==> config.mk <==
export PLATFORM = sky130hd
export DESIGN_NAME = flood_reveal_ctrl
export DESIGN_NICKNAME = d
export VERILOG_FILES = /design/src/rtl/flood_reveal_ctrl.sv
export SDC_FILE = /design/constraint.sdc
export NUM_CORES = 1
export LEC_CHECK = 0
export BUFFER_PORTS_ARGS = -buffer_cell sky130_fd_sc_hd__buf_4
export CAP_MARGIN = 20
export CORE_MARGIN = 4
export CORE_UTILIZATION = 57
export DETAILED_ROUTE_END_ITERATION = 10
export GPL_ROUTABILITY_DRIVEN = 0
export PLACE_DENSITY = 0.76
export SLEW_MARGIN = 10
export SYNTH_ARGS = -nofsm -noshare
export SYNTH_HDL_FRONTEND = slang
export SYNTH_SLANG_ARGS = --single-unit
==> constraint.sdc <==
create_clock -name clk -period 4.1 [get_ports clk]
set_input_delay 0.205 -clock clk [delete_from_list [all_inputs] [get_ports clk]]
set_output_delay 0.205 -clock clk [all_outputs]
set_load 0.02 [all_outputs]
==> src/rtl/flood_reveal_ctrl.sv <==
// Breadth-first flood-fill reveal sequencer for the minesweeper board store.
// Drives one read port and one reveal-write port; pending cells wait in a FIFO.
module flood_reveal_ctrl #(
  parameter int unsigned FIFO_DEPTH = 64
) (
  input  logic       clk,
  input  logic       rst,
  input  logic [1:0] level,
  input  logic       start,
  input  logic [4:0] start_x,
  input  logic [4:0] start_y,
  input  logic       abort,
  output logic       cell_rd,
  output logic [4:0] cell_x,
  output logic [4:0] cell_y,
  input  logic       cell_mine,
  input  logic       cell_revealed,
  input  logic [3:0] cell_count,
  output logic       rev_we,
  output logic       busy,
  output logic       done,
  output logic       mine_hit,
  output logic       overflow,
  output logic [8:0] revealed_cnt
);

  localparam int unsigned AW = $clog2(FIFO_DEPTH);
  localparam logic [AW:0] FifoFull = (AW + 1)'(FIFO_DEPTH);

  typedef enum logic [2:0] {StIdle, StSRd, StSChk, StPop, StNRd, StNChk, StDone} state_e;

  state_e        state_q, state_d;
  logic [4:0]    dim_q, dim_d;
  logic [4:0]    sx_q, sx_d, sy_q, sy_d;
  logic [4:0]    cur_x_q, cur_x_d, cur_y_q, cur_y_d;
  logic [2:0]    nbr_idx_q, nbr_idx_d;
  logic [AW-1:0] wr_ptr_q, wr_ptr_d, rd_ptr_q, rd_ptr_d;
  logic [AW:0]   fill_q, fill_d;
  logic [8:0]    cnt_q, cnt_d;
  logic          ovf_q, ovf_d;

  logic [9:0]    fifo_mem [FIFO_DEPTH];

  logic [5:0]    dx, dy, nx, ny;
  logic          nb_in;
  logic          push_req, push_ok;

  // Neighbour offsets as 6-bit two's complement; bit 5 flags a negative coordinate.
  always_comb begin
    dx = 6'd0;
    dy = 6'd0;
    unique case (nbr_idx_q)
      3'd0: begin dx = 6'h3f; dy = 6'h3f; end
      3'd1: begin dx = 6'h3f; dy = 6'd0;  end
      3'd2: begin dx = 6'h3f; dy = 6'd1;  end
      3'd3: begin dx = 6'd0;  dy = 6'h3f; end
      3'd4: begin dx = 6'd0;  dy = 6'd1;  end
      3'd5: begin dx = 6'd1;  dy = 6'h3f; end
      3'd6: begin dx = 6'd1;  dy = 6'd0;  end
      3'd7: begin dx = 6'd1;  dy = 6'd1;  end
    endcase
    nx    = {1'b0, cur_x_q} + dx;
    ny    = {1'b0, cur_y_q} + dy;
    nb_in = !nx[5] && !ny[5] && (nx < {1'b0, dim_q}) && (ny < {1'b0, dim_q});
  end

  // Reveal/mine strobes qualify on the store's registered read data of this cycle.
  always_comb begin
    busy     = (state_q != StIdle);
    done     = (state_q == StDone);
    cell_rd  = (state_q == StSRd) || ((state_q == StNRd) && nb_in);
    rev_we   = ((state_q == StSChk) && !cell_revealed) ||
               ((state_q == StNChk) && !cell_revealed && !cell_mine);
    mine_hit = (state_q == StSChk) && !cell_revealed && cell_mine;
    cell_x   = 5'd0;
    cell_y   = 5'd0;
    if (state_q == StSRd || state_q == StSChk) begin
      cell_x = sx_q;
      cell_y = sy_q;
    end else if ((state_q == StNRd && nb_in) || state_q == StNChk) begin
      cell_x = nx[4:0];
      cell_y = ny[4:0];
    end
    overflow     = ovf_q;
    revealed_cnt = cnt_q;
    push_req     = rev_we && !cell_mine && (cell_count == 4'd0);
    push_ok      = push_req && (fill_q != FifoFull);
  end

  always_comb begin
    state_d   = state_q;
    dim_d     = dim_q;
    sx_d      = sx_q;
    sy_d      = sy_q;
    cur_x_d   = cur_x_q;
    cur_y_d   = cur_y_q;
    nbr_idx_d = nbr_idx_q;
    wr_ptr_d  = wr_ptr_q;
    rd_ptr_d  = rd_ptr_q;
    fill_d    = fill_q;
    cnt_d     = cnt_q;
    ovf_d     = ovf_q;
    case (state_q)
      StIdle: begin
        if (start && level != 2'd0) begin
          state_d  = StSRd;
          dim_d    = (level == 2'd1) ? 5'd8 : (level == 2'd2) ? 5'd10 : 5'd16;
          sx_d     = start_x;
          sy_d     = start_y;
          cnt_d    = 9'd0;
          ovf_d    = 1'b0;
          wr_ptr_d = '0;
          rd_ptr_d = '0;
          fill_d   = '0;
        end
      end
      StSRd: state_d = StSChk;
      StSChk: begin
        if (!cell_revealed && !cell_mine && cell_count == 4'd0) state_d = StPop;
        else state_d = StDone;
      end
      StPop: begin
        if (fill_q == '0) begin
          state_d = StDone;
        end else begin
          {cur_x_d, cur_y_d} = fifo_mem[rd_ptr_q];
          rd_ptr_d  = rd_ptr_q + AW'(1);
          fill_d    = fill_q - (AW + 1)'(1);
          nbr_idx_d = 3'd0;
          state_d   = StNRd;
        end
      end
      StNRd: begin
        if (nb_in) begin
          state_d = StNChk;
        end else if (nbr_idx_q == 3'd7) begin
          state_d = StPop;
        end else begin
          nbr_idx_d = nbr_idx_q + 3'd1;
        end
      end
      StNChk: begin
        if (nbr_idx_q == 3'd7) begin
          state_d = StPop;
        end else begin
          nbr_idx_d = nbr_idx_q + 3'd1;
          state_d   = StNRd;
        end
      end
      StDone:  state_d = StIdle;
      default: state_d = StIdle;
    endcase

    if (rev_we && cnt_q != 9'd256) cnt_d = cnt_q + 9'd1;
    if (push_ok) begin
      wr_ptr_d = wr_ptr_q + AW'(1);
      fill_d   = fill_q + (AW + 1)'(1);
    end else if (push_req) begin
      ovf_d = 1'b1;
    end

    // Abort wins over every transition; count and overflow are kept for inspection.
    if (abort && state_q != StIdle) begin
      state_d  = StIdle;
      wr_ptr_d = '0;
      rd_ptr_d = '0;
      fill_d   = '0;
    end
  end

  always_ff @(posedge clk or negedge rst) begin
    if (!rst) begin
      state_q   <= StIdle;
      dim_q     <= 5'd0;
      sx_q      <= 5'd0;
      sy_q      <= 5'd0;
      cur_x_q   <= 5'd0;
      cur_y_q   <= 5'd0;
      nbr_idx_q <= 3'd0;
      wr_ptr_q  <= '0;
      rd_ptr_q  <= '0;
      fill_q    <= '0;
      cnt_q     <= 9'd0;
      ovf_q     <= 1'b0;
    end else begin
      state_q   <= state_d;
      dim_q     <= dim_d;
      sx_q      <= sx_d;
      sy_q      <= sy_d;
      cur_x_q   <= cur_x_d;
      cur_y_q   <= cur_y_d;
      nbr_idx_q <= nbr_idx_d;
      wr_ptr_q  <= wr_ptr_d;
      rd_ptr_q  <= rd_ptr_d;
      fill_q    <= fill_d;
      cnt_q     <= cnt_d;
      ovf_q     <= ovf_d;
    end
  end

  always_ff @(posedge clk) begin
    if (push_ok) fifo_mem[wr_ptr_q] <= {cell_x, cell_y};
  end

endmodule

==> run_results.csv <==
group,metric,value,unit
timing,setup_viol,366,
power_and_ir_drop,netSwitchingPower,0.005985,W
placement,dpl_worst_slack,-49.79,ps
worst_hold_path,hp-class,"input pin to register",
yosys,synth_top_cell_by_area,"edfxtp_1",
layout,utilization,69.07,%
layout,num_antenna_cells,0,
global_routing,grt_max_degree,65,
setup_path,worst_setup_path_end_kind,"output port",
yosys,ys_warn_count,0,
status,status,"complete, but fails checks",
yosys,synth_top_area_share,67.18,%
placement,io_buffers,46,
yosys,synth_ff_type,"edfxtp_1",
timing,max_slew_margin,33.28,%
clock_tree,h-tree-depth,3,
timing,fmax,0.2206,GHz
setup_path,arrival,4330,ps
timing,drv_slew,0,
yosys,synth.most_common_cell,"edfxtp_1",
layout,fin_nets,1905,
routing,firstDrtPassIters,7,
global_routing,grt_overflow,0,
timing,final-hold-violation-count,0,
setup_path,crit_chain,"buf_6, buf_6, ha_4, mux2i_1, ha_2, fa_2, a21o_1, a21oi_2, xnor2_2, ha_2, nor2_2, o221ai_2, nor4bb_4, nand4_1, a21oi_1, buf_4, a22o_4, buf_12, buf_8",
layout,multi_input_area,0.007732,mm^2
timing,setup_ws,-432.4,ps
clock_tree,cts_buffers,69,
layout,layout-drive-gt1-share,28.53,%
power_and_ir_drop,comb_power_share,26.9,%
yosys,ys_seq_elements,698,
power_and_ir_drop,p_clk_share,29.7,%
floorplanning,dieArea,0.05383,mm^2
clock_tree,clk_latency,610,ps
power_and_ir_drop,switching_share,28.62,%
routing,antenna_left,0,
setup_path,cp_max_fo,7,
timing,rsz0062_at_grt,"yes",
floorplanning,core,0.04925,mm^2
clock_tree,path_clk_slew,60,ps
clock_tree,clock-sinks,698,
layout,final_cell_count_no_fill,2564,
timing,tightest_slew,1001,ps
setup_path,critPathLaunchType,"register",
clock_tree,cts_root_buf,"clkbuf_16",
layout,num-fill-cells,3005,
global_routing,grt_pass1_wl,113200,um
yosys,yosys-top-cells-area,"edfxtp_1 67%, mux4_2 10%, dfrtp_1 5.1%",
power_and_ir_drop,seqPwrFrac,43.5,%
placement,dp_cells,2384,
layout,syn2layout_area_growth,18.93,%
floorplanning,start_util,58.08,%
floorplanning,pin_count,47,
yosys,yosysSeqAreaShare,72.26,%
setup_path,worstPathRequired,3890,ps
status,failed_checks,"negative setup slack",
timing,period_minus_slack,4532,ps
setup_path,cpMaxStageDelayCell,"dfrtp_1",
layout,register_area,0.02068,mm^2
routing,drt_iter0_markers,2635,
global_routing,antenna_found_initial,0,
routing,drc,0,
run,maxCapViolCount,0,
yosys,yosys.cell_types.count,71,
yosys,synth_edf_count,640,
power_and_ir_drop,fin_total_pwr,0.02091,W
routing,viasPerCell,6.647,
global_routing,grt.total_usage,28.86,%
clock_tree,cts_tree,"yes",
yosys,synth.avg_cell_area,17.75,um^2
routing,num_vias,17040,
power_and_ir_drop,ir_drop,357.3,uV
power_and_ir_drop,intPower,0.01492,W
yosys,synth_area,0.02861,mm^2
yosys,synthTopCellsByCount,"640 x edfxtp_1, 127 x mux4_2, 112 x nor2_1",
timing,clock_skew,30.23,ps
setup_path,worst-setup-path-type,"register to output port",
power_and_ir_drop,p_leak,11.51,nW
routing,wirelength,78410,um
yosys,async_flop_share,8.309,%
yosys,post_synth_inst_count,1612,
global_routing,grt_pass1_vias,16940,
power_and_ir_drop,powerDensity,614.5,mW/mm^2
placement,dp_hpwl,45790,um
clock_tree,clockBufferDepth,3,
floorplanning,rows,81,
floorplanning,die_w,232.0,um
floorplanning,fp.dieH,232.0,um
timing,fin_crit_sh,110.5,%
routing,wl_per_cell,30.58,um
yosys,syn_nets,1666,
setup_path,max_stage_delay,420,ps
## flip-flops by register name, indices dropped and copies added (netlist names), 3 cells and up
name          flops
nbr_idx_q         3
cur_x_q           5
revealed_cnt      9
sy_q              5
state_q           3
fill_q            7
dim_q             3
fifo_mem        640
sx_q              5
wr_ptr_q          6
rd_ptr_q          6
cur_y_q           5
## placed cells by master, fill, tap and decap left out, drive strengths merged, types with 35 or more instances in the layout
cell,count
edfxtp,640
buf,237
mux4,127
nor2,112
clkbuf,93
mux2i,91
nand2,77
o21ai,62
dfrtp,58
a21oi,35
## worst paths after layout
| check | from | end | slack [ps] | cells after the start |
|---|---|---|---|---|
| setup reg to reg | nbr_idx_q[0]$_DFFE_PN0P_ | fifo_mem[33][8]$_DFFE_PP_ | -200 | 20 |
| setup / recovery | nbr_idx_q[0]$_DFFE_PN0P_ | cell_y[3] | -430 | 19 |
| hold reg to reg | dim_q[4]$_DFFE_PN0P_ | dim_q[4]$_DFFE_PN0P_ | 490 | 2 |
| min in group asynchronous | rst | fill_q[3]$_DFFE_PN0P_ | 220 | 2 |
| hold / removal | abort | fill_q[1]$_DFFE_PN0P_ | 30 | 4 |
| max in group asynchronous | rst | rd_ptr_q[1]$_DFFE_PN0P_ | 3270 | 2 |
## per-stage QoR
step	cell area (um^2)	hold slack [ps]	setup TNS (ps)
finish	34020	30.95	-17700
global route	34020	64.17	-72100
CTS	33750	12.30	-1001
detailed placement	30740	332.4	-2567
global placement	30740	321.8	0
floorplan	28620	-90.59	-76440
## power groups by stage
| stage | clock network, W | registers (W) | logic, W |
|---|---|---|---|
| floorplan | 0 | 0.00918 | 0.00205 |
| finish | 0.00620 | 0.00909 | 0.00562 |
| CTS | 0.00625 | 0.00908 | 0.00495 |
| global route | 0.00658 | 0.00909 | 0.00589 |
| global placement | 0 | 0.00920 | 0.00354 |
| detailed placement | 0 | 0.00921 | 0.00370 |
## repair_timing
action | CTS | global route
hold endpoints to repair | 69 | 0
setup buffers | 38 | 4
hold buffers | 12 | 0
endpoints found under the setup margin | 199 | 405
pin swaps | 29 | 20
cloned | 2 | 5
resized for setup | 69 | 35
## cell type report
class,count,share of cell area (%)
multi-input combinational,799,22.73
inverter,29,0.3200
tap,664,2.442
sequential,698,60.78
clock buffer,89,5.546
clock inverter,31,0.8974
timing repair buffer,254,7.282
## cell families (layout without fill, tap and decap cells)
logic type,Yosys count,count (layout),share of synthesized area (%)
AO/OA/AOI/OAI,238,238,5.774
buffers and inverters,115,403,1.929
adder cells (fa/ha/maj),32,32,1.452
multiplexers,218,218,13.18
XOR/XNOR,9,9,0.2756
flip-flops,698,698,72.26
AND/OR/NAND/NOR,302,302,5.131
## per-layer routing
metal  vias to the layer above  GRT usage (%)  wire [um]  share of wire, %
met4                         0          12.93       3995               5.1
met5                         -              0          0                 0
met2                      1208          44.71      37000                47
li1                       6965              -          -                 -
met1                      8657          39.91      28480                36
met3                       213          6.587       8937                11
## worst max-delay path: cells and delay by family, from the launching register on
family                   cells  cell delay, ps
buffers and inverters        5             700
AND/OR/NAND/NOR              3             670
adder cells (fa/ha/maj)      4             860
AO/OA/AOI/OAI                5             860
multiplexers                 1              80
XOR/XNOR                     1             120
flip-flops                   1             420
No activity file was read; power rests on OpenSTA's default activity.
